**src/rtl/clock_time_ctrl.sv**
```systemverilog
// Timekeeping core: 1 s prescaler driving an hh:mm:ss counter, plus a
// RUN / SET_HR / SET_MIN mode FSM driven by two synchronised push-buttons.
module clock_time_ctrl #(
    parameter int TICK_DIV  = 100_000_000,
    parameter int BLINK_DIV = 50_000_000
) (
    input  logic       clk,
    input  logic       rst_n,
    input  logic       btn_mode,
    input  logic       btn_inc,
    output logic [4:0] hours,
    output logic [5:0] minutes,
    output logic [5:0] seconds,
    output logic [1:0] mode,
    output logic       tick_1hz,
    output logic       blink
);

    localparam int PW = (TICK_DIV  > 2) ? $clog2(TICK_DIV)  : 1;
    localparam int BW = (BLINK_DIV > 2) ? $clog2(BLINK_DIV) : 1;
    localparam logic [PW-1:0] PMAX = PW'(TICK_DIV - 1);
    localparam logic [BW-1:0] BMAX = BW'(BLINK_DIV - 1);

    typedef enum logic [1:0] {
        RUN     = 2'd0,
        SET_HR  = 2'd1,
        SET_MIN = 2'd2
    } state_t;

    state_t        state;
    logic [PW-1:0] presc;
    logic [BW-1:0] bcnt;
    logic [1:0]    mode_sync, inc_sync;
    logic          mode_prev, inc_prev;
    logic          mode_pulse, inc_pulse;

    // Two-flop synchroniser followed by a rising-edge detector per button.
    always_ff @(posedge clk or negedge rst_n) begin
        if (!rst_n) begin
            mode_sync <= '0;
            inc_sync  <= '0;
            mode_prev <= 1'b0;
            inc_prev  <= 1'b0;
        end else begin
            mode_sync <= {mode_sync[0], btn_mode};
            inc_sync  <= {inc_sync[0], btn_inc};
            mode_prev <= mode_sync[1];
            inc_prev  <= inc_sync[1];
        end
    end

    assign mode_pulse = mode_sync[1] & ~mode_prev;
    // A mode press in the same cycle swallows the increment.
    assign inc_pulse  = inc_sync[1] & ~inc_prev & ~mode_pulse;

    assign mode = state;

    always_ff @(posedge clk or negedge rst_n) begin
        if (!rst_n) begin
            state    <= RUN;
            presc    <= '0;
            bcnt     <= '0;
            hours    <= '0;
            minutes  <= '0;
            seconds  <= '0;
            tick_1hz <= 1'b0;
            blink    <= 1'b0;
        end else begin
            tick_1hz <= 1'b0;
            case (state)
                RUN: begin
                    blink <= 1'b0;
                    bcnt  <= '0;
                    if (mode_pulse) begin
                        state <= SET_HR;
                        presc <= '0;
                        blink <= 1'b1;
                    end else if (presc == PMAX) begin
                        presc    <= '0;
                        tick_1hz <= 1'b1;
                        if (seconds == 6'd59) begin
                            seconds <= '0;
                            if (minutes == 6'd59) begin
                                minutes <= '0;
                                hours   <= (hours == 5'd23) ? 5'd0 : hours + 5'd1;
                            end else begin
                                minutes <= minutes + 6'd1;
                            end
                        end else begin
                            seconds <= seconds + 6'd1;
                        end
                    end else begin
                        presc <= presc + PW'(1);
                    end
                end
                SET_HR, SET_MIN: begin
                    presc <= '0;
                    if (mode_pulse) begin
                        bcnt <= '0;
                        if (state == SET_HR) begin
                            state <= SET_MIN;
                            blink <= 1'b1;
                        end else begin
                            // Restart the second so the first tick is a full period away.
                            state   <= RUN;
                            seconds <= '0;
                            blink   <= 1'b0;
                        end
                    end else begin
                        if (bcnt == BMAX) begin
                            bcnt  <= '0;
                            blink <= ~blink;
                        end else begin
                            bcnt <= bcnt + BW'(1);
                        end
                        if (inc_pulse) begin
                            if (state == SET_HR)
                                hours <= (hours == 5'd23) ? 5'd0 : hours + 5'd1;
                            else
                                minutes <= (minutes == 6'd59) ? 6'd0 : minutes + 6'd1;
                        end
                    end
                end
                default: begin
                    state <= RUN;
                    presc <= '0;
                    bcnt  <= '0;
                    blink <= 1'b0;
                end
            endcase
        end
    end

endmodule
```
**config.mk**
```make
export PLATFORM = sky130hd
export DESIGN_NAME = clock_time_ctrl
export DESIGN_NICKNAME = d
export VERILOG_FILES = /design/src/rtl/clock_time_ctrl.sv
export SDC_FILE = /design/constraint.sdc
export NUM_CORES = 1
export LEC_CHECK = 0
export CAP_MARGIN = 30
export CORE_MARGIN = 3
export CORE_UTILIZATION = 50
export CTS_BUF_LIST = sky130_fd_sc_hd__clkbuf_8
export DETAILED_ROUTE_END_ITERATION = 8
export HOLD_SLACK_MARGIN = 0.05
export PLACE_DENSITY_LB_ADDON = 0.2
export SYNTH_ARGS = -nofsm -noshare
export SYNTH_HDL_FRONTEND = slang
export SYNTH_SLANG_ARGS = --single-unit
```
**constraint.sdc**
```tcl
create_clock -name clk -period 6.43 [get_ports clk]
set_input_delay 1.286 -clock clk [delete_from_list [all_inputs] [get_ports clk]]
set_output_delay 1.286 -clock clk [all_outputs]
set_load 0.01 [all_outputs]
```
# Yosys cells after proc, flatten, opt, wreduce, memory -nomap -nowiden
# Cells that the tools add are included.
word_totals:
  out_inout_bits: 21
  in_bits: 4
  word_cells: 90
  reg_bits: 80
classes:
  n_addsub: 5
  n_bitwise: 7
  n_mux: 41
  reduce_logical: 7
  eq_ne: 18
op_table:
  columns: ["op", "n"]
  rows:
  - ["$mux W27", 3]
  - ["$mux W26", 3]
  - ["$mux W6", 12]
  - ["$mux W5", 8]
  - ["$add A27 B1 Y27 const B", 1]
  - ["$eq A27 B27 Y1 const B", 1]
  - ["$add A26 B1 Y26 const B", 1]
  - ["$eq A26 B26 Y1 const B", 1]
  - ["$pmux W6 S2", 2]
  - ["$ne A2 B2 Y1 const B", 10]
  - ["$add A6 B1 Y6 const B", 2]
  - ["$eq A6 B6 Y1 const B", 2]
  - ["$pmux W5 S2", 1]
  - ["$reduce_and A8 Y1", 1]
  - ["$mux W1", 7]
  - ["$reduce_and A7 Y1", 1]
  - ["$mux W2", 3]
  - ["$add A5 B1 Y5 const B", 1]
  - ["$eq A5 B5 Y1 const B", 1]
  - ["$reduce_and A5 Y1", 1]
  - ["$not A1 Y1", 4]
  - ["$pmux W2 S2", 1]
  - ["$and A1 B1 Y1", 3]
  - ["$ne A3 B3 Y1 const B", 1]
  - ["7 further kinds", 7]

# Depth between registers and ports, before layout
logic_depth:
  ltp_word: 7
  depth_mapped: 7
  depth_no_buf: 7

# Worst setup path before layout
# No wires, ideal clock.
synth_timing:
  kind: "reg-to-reg"
  from: "reg presc[11]"
  to: "reg hours[0]"
  setup_time_ns: 0.125
  n_path_buf: 0
  arrival_time_ns: 2.030
  stages_incl_launch_ff: 6
  slack_ns: 4.275
  path_cell_list: "dfrtp_1 or4_4 nor4_4 a31oi_1 or2_4 mux2_4"
synth_via:
  elab_chain_cells: 3
synth_rtl:
  columns: ["item", "line_no", "text"]
  rows:
  - ["from (decl)", "31", "logic [PW-1:0] presc;"]
  - ["from (signal assigned)", "93", "presc <= presc + PW'(1);"]
  - ["$eq A27 B27 Y1", "78", "end else if (presc == PMAX) begin"]
  - ["$ne A2 B2 Y1 (no line)", null, null]
  - ["$reduce_and A8 Y1 (no line)", null, null]
  - ["to (signal assigned)", "85", "hours <= (hours == 5'd23) ? 5'd0 : hours + 5'd1;"]
  - ["to (signal assigned)", "118", "hours <= (hours == 5'd23) ? 5'd0 : hours + 5'd1;"]
  - ["to (decl)", "11", "output logic [4:0] hours,"]
# Every way passes these cells.
# A chain may end at the register's enable or synchronous reset.

# Worst setup path after layout
layout_timing:
  from: "reg minutes[3]"
  to: "out minutes[3]"
layout_lines:
  columns: ["item", "line_no", "text"]
  rows:
  - ["from (decl)", "12", "output logic [5:0] minutes,"]
  - ["from (signal assigned)", "87", "minutes <= minutes + 6'd1;"]
  - ["from (signal assigned)", "120", "minutes <= (minutes == 6'd59) ? 6'd0 : minutes + 6'd1;"]
# No word-level cell between the ends.

==> impl_metrics.py <==
metrics = {
    "worst_setup_path": {
        "critPathMaxStageDelay_ns": 0.58,
        "path_cells": "clkdlybuf4s50_1",
        "cp-start-kind": "register",
        "cpLargestDelayFamily": "buffers and inverters",
        "cp-end-kind": "output pin",
        "required_ns": 5.14,
        "crit_slowest_cell": "clkdlybuf4s50_1",
        "crit_buf_inv": 1,
        "path_max_fanout": 8,
        "arrival_ns": 1.38,
        "crit_type": "reg2out",
    },
    "sta": {
        "fin_hold_ws_ns": 0.3511,
        "fin_setup_tns_ns": 0,
        "max-slew-margin-rel_pct": 33.53,
        "rsz0062_at_grt": "no",
        "setup_viol": 0,
        "fmax_ghz": 0.3745,
        "finalCritPeriodShare_pct": 41.53,
        "min_period_ns": 2.670,
        "clock_skew_ns": 0.008509,
        "tightest_slew_ns": 0.9942,
        "finalMaxSlewViolations": 0,
        "hold_violations": 0,
    },
    "global_route": {
        "grt_max_degree": 57,
        "grt_util_all_layers_pct": 17.75,
        "first_global_vias": 2861,
        "antenna_found_initial": 0,
        "grt_pass1_wl_um": 12800,
        "grt.overflow.total": 0,
    },
    "synth": {
        "synth_top_area_cell": "dfrtp_1",
        "synth.top_cell.area_share_pct": 50.08,
        "synthFlopType": "dfrtp_1",
        "yosysUniqueCellTypes": 47,
        "synthArstFlopShare_pct": 100.0,
        "syn_avg_cell_area_um2": 9.944,
        "synthCells": 402,
        "synth_area_um2": 3998,
        "synth_nets": 415,
        "synth.area.top_cells": "dfrtp_1 (50%), nor2_1 (6.4%), xor2_1 (5.5%)",
        "yosysSeqAreaShare_pct": 50.08,
        "synth_seq_cells": 80,
        "yosys_warnings": 0,
        "synth_edf_count": 0,
    },
    "cts": {
        "cts_resized": 0,
        "cts_buffers": 9,
        "cts_tree": "yes",
        "ctsRootBufferMaster": "clkbuf_8",
        "cts_buffer_depth": 2,
        "insertion_delay_ns": 0.34,
        "htreeDepth": 3,
        "cts.sinks": 80,
        "postCtsSetupRepairBufs": 0,
        "path_clk_slew_ns": 0.08,
        "postCtsHoldBufs": 0,
    },
    "cells_and_area": {
        "area.growth.synth_to_final_pct": 14.74,
        "drive_gt1_share_pct": 8.009,
        "final_cells": 536,
        "n_antenna_cell": 0,
        "final_nets": 446,
        "fin_util_pct": 61.27,
        "fill_cells": 635,
    },
    "power": {
        "switching_share_pct": 32.42,
        "clockPowerShare_pct": 28.7,
        "power_mw": 1.406,
        "power.internal_mw": 0.9503,
        "cellPowerDensity_nw_per_um2": 306.6,
        "p_leak_nw": 1.856,
        "sequentialPowerShare_pct": 42.9,
        "max-vdd-ir-drop_mv": 0.1286,
        "p_switching_mw": 0.4558,
        "p_comb_share_pct": 28.4,
    },
    "placed_design": {
        "dp.cells": 521,
        "port_buffers": 24,
        "place_congestion": 0.8075,
        "dp_hpwl_um": 5134,
    },
    "route": {
        "drtIter0Drc": 134,
        "first_pass_iters": 4,
        "wl_per_cell_um": 13.66,
        "routed_wl_um": 7321,
        "ant_nets": 0,
        "drc": 0,
        "vias": 2923,
        "vias_per_cell": 5.453,
    },
    "die": {
        "ioPinCount": 25,
        "dieWidth_um": 95.42,
        "die_area_um2": 9104,
        "start_util_pct": 53.40,
        "core_area_um2": 7486,
        "dieHeight_um": 95.42,
        "rows": 31,
    },
    "outcome": {
        "outcome": "finished clean",
    },
    "flow_run": {
        "drv_cap": 0,
    },
    "min_path": {
        "hold_path_class": "reg2reg",
    },
}
==> final timing paths <==
path                           endpoint  slack, ns         start  cells past startpoint
setup / recovery             minutes[3]       3.76    minutes[3]                      1
max in group asynchronous   inc_sync[1]       5.01         rst_n                      2
min in group asynchronous    minutes[2]       0.84         rst_n                      1
hold / removal             mode_sync[1]       0.35  mode_sync[0]                      0
hold reg to reg            mode_sync[1]       0.35  mode_sync[0]                      0
setup reg to reg                  blink       3.90       bcnt[0]                      6
==> layout make-up <==
type | count | area [um2] | share of cell area [%]
multi-input combinational | 304 | 1926 | 41.98
tap | 99 | 123.9 | 2.700
clock inverter | 5 | 81.33 | 1.773
timing repair buffer | 27 | 275.3 | 6.001
sequential | 80 | 2002 | 43.64
inverter | 11 | 41.29 | 0.9002
clock buffer | 10 | 137.6 | 3.001
==> stage by stage <==
stage / area (um2) / worst slack (ns)
6_report: 4587 / 3.760
5_1_grt: 4587 / 3.674
4_1_cts: 4587 / 3.737
3_5_place_dp: 4368 / 3.872
3_3_place_gp: 4330 / 3.936
2_1_floorplan: 3998 / 4.275
==> registers in the layout, indices dropped and copies added (netlist names) <==
name / count
seconds: 6
mode_prev: 1
blink: 1
presc: 27
mode_sync: 2
inc_sync: 2
tick_1hz: 1
inc_prev: 1
minutes: 6
mode: 2
bcnt: 26
hours: 5
==> power by group through the flow <==
stage	clock network, mW	registers, mW	logic [mW]
2_1_floorplan	0	0.619	0.256
3_3_place_gp	0	0.612	0.393
3_5_place_dp	0	0.614	0.405
4_1_cts	0.415	0.604	0.407
5_1_grt	0.437	0.613	0.446
6_report	0.403	0.603	0.400
==> routing by layer <==
metal / global-route usage (%) / share of wire, % / vias to the layer above / routed length [um]
met5: 0 / 0 / - / 0
met4: 6.754 / 1.9 / 0 / 142
met2: 30.44 / 48 / 44 / 3545
met3: 3.788 / 3.6 / 12 / 267
met1: 21.92 / 46 / 1405 / 3365
li1: - / - / 1462 / -
==> cell families after synthesis <==
| family | share of synthesized area [%] |
|---|---|
| simple gates | 27.07 |
| flops | 50.08 |
| xor+xnor | 10.74 |
| compound gates | 5.289 |
| buf+inv | 1.753 |
| fa+ha+maj | 2.817 |
| mux | 2.253 |
==> synth_stat cells, drive strengths merged (5+ instances only) <==
| cell | instances |
|---|---|
| dfrtp | 80 |
| clkbuf | 5 |
| xnor2 | 24 |
| ha | 9 |
| nor4 | 11 |
| nor2 | 68 |
| and3 | 9 |
| nor2b | 6 |
| o31ai | 9 |
| nand4 | 20 |
| a21oi | 5 |
| nand3 | 27 |
| nor3 | 9 |
| nand2b | 6 |
| nand2 | 25 |
| inv | 11 |
| xor2 | 25 |
| o21ai | 10 |
| or2 | 5 |
| mux2 | 7 |
==> cell usage in the layout, fill, tap and decap left out, types with 4 or more instances in the layout <==
master           count
a21oi_1              4
a31oi_1              4
and2_1               4
and3_1               8
clkbuf_8            10
clkdlybuf4s50_1     23
dfrtp_1             80
ha_1                 9
inv_1               11
nand2_1             25
nand2b_1             6
nand3_1             27
nand4_1             20
nor2_1              68
nor2b_1              6
nor3_1               9
nor4_1               8
o21ai_0              9
o31ai_1              9
xnor2_1             24
xor2_1              25
(Power assumes the default switching activity.)
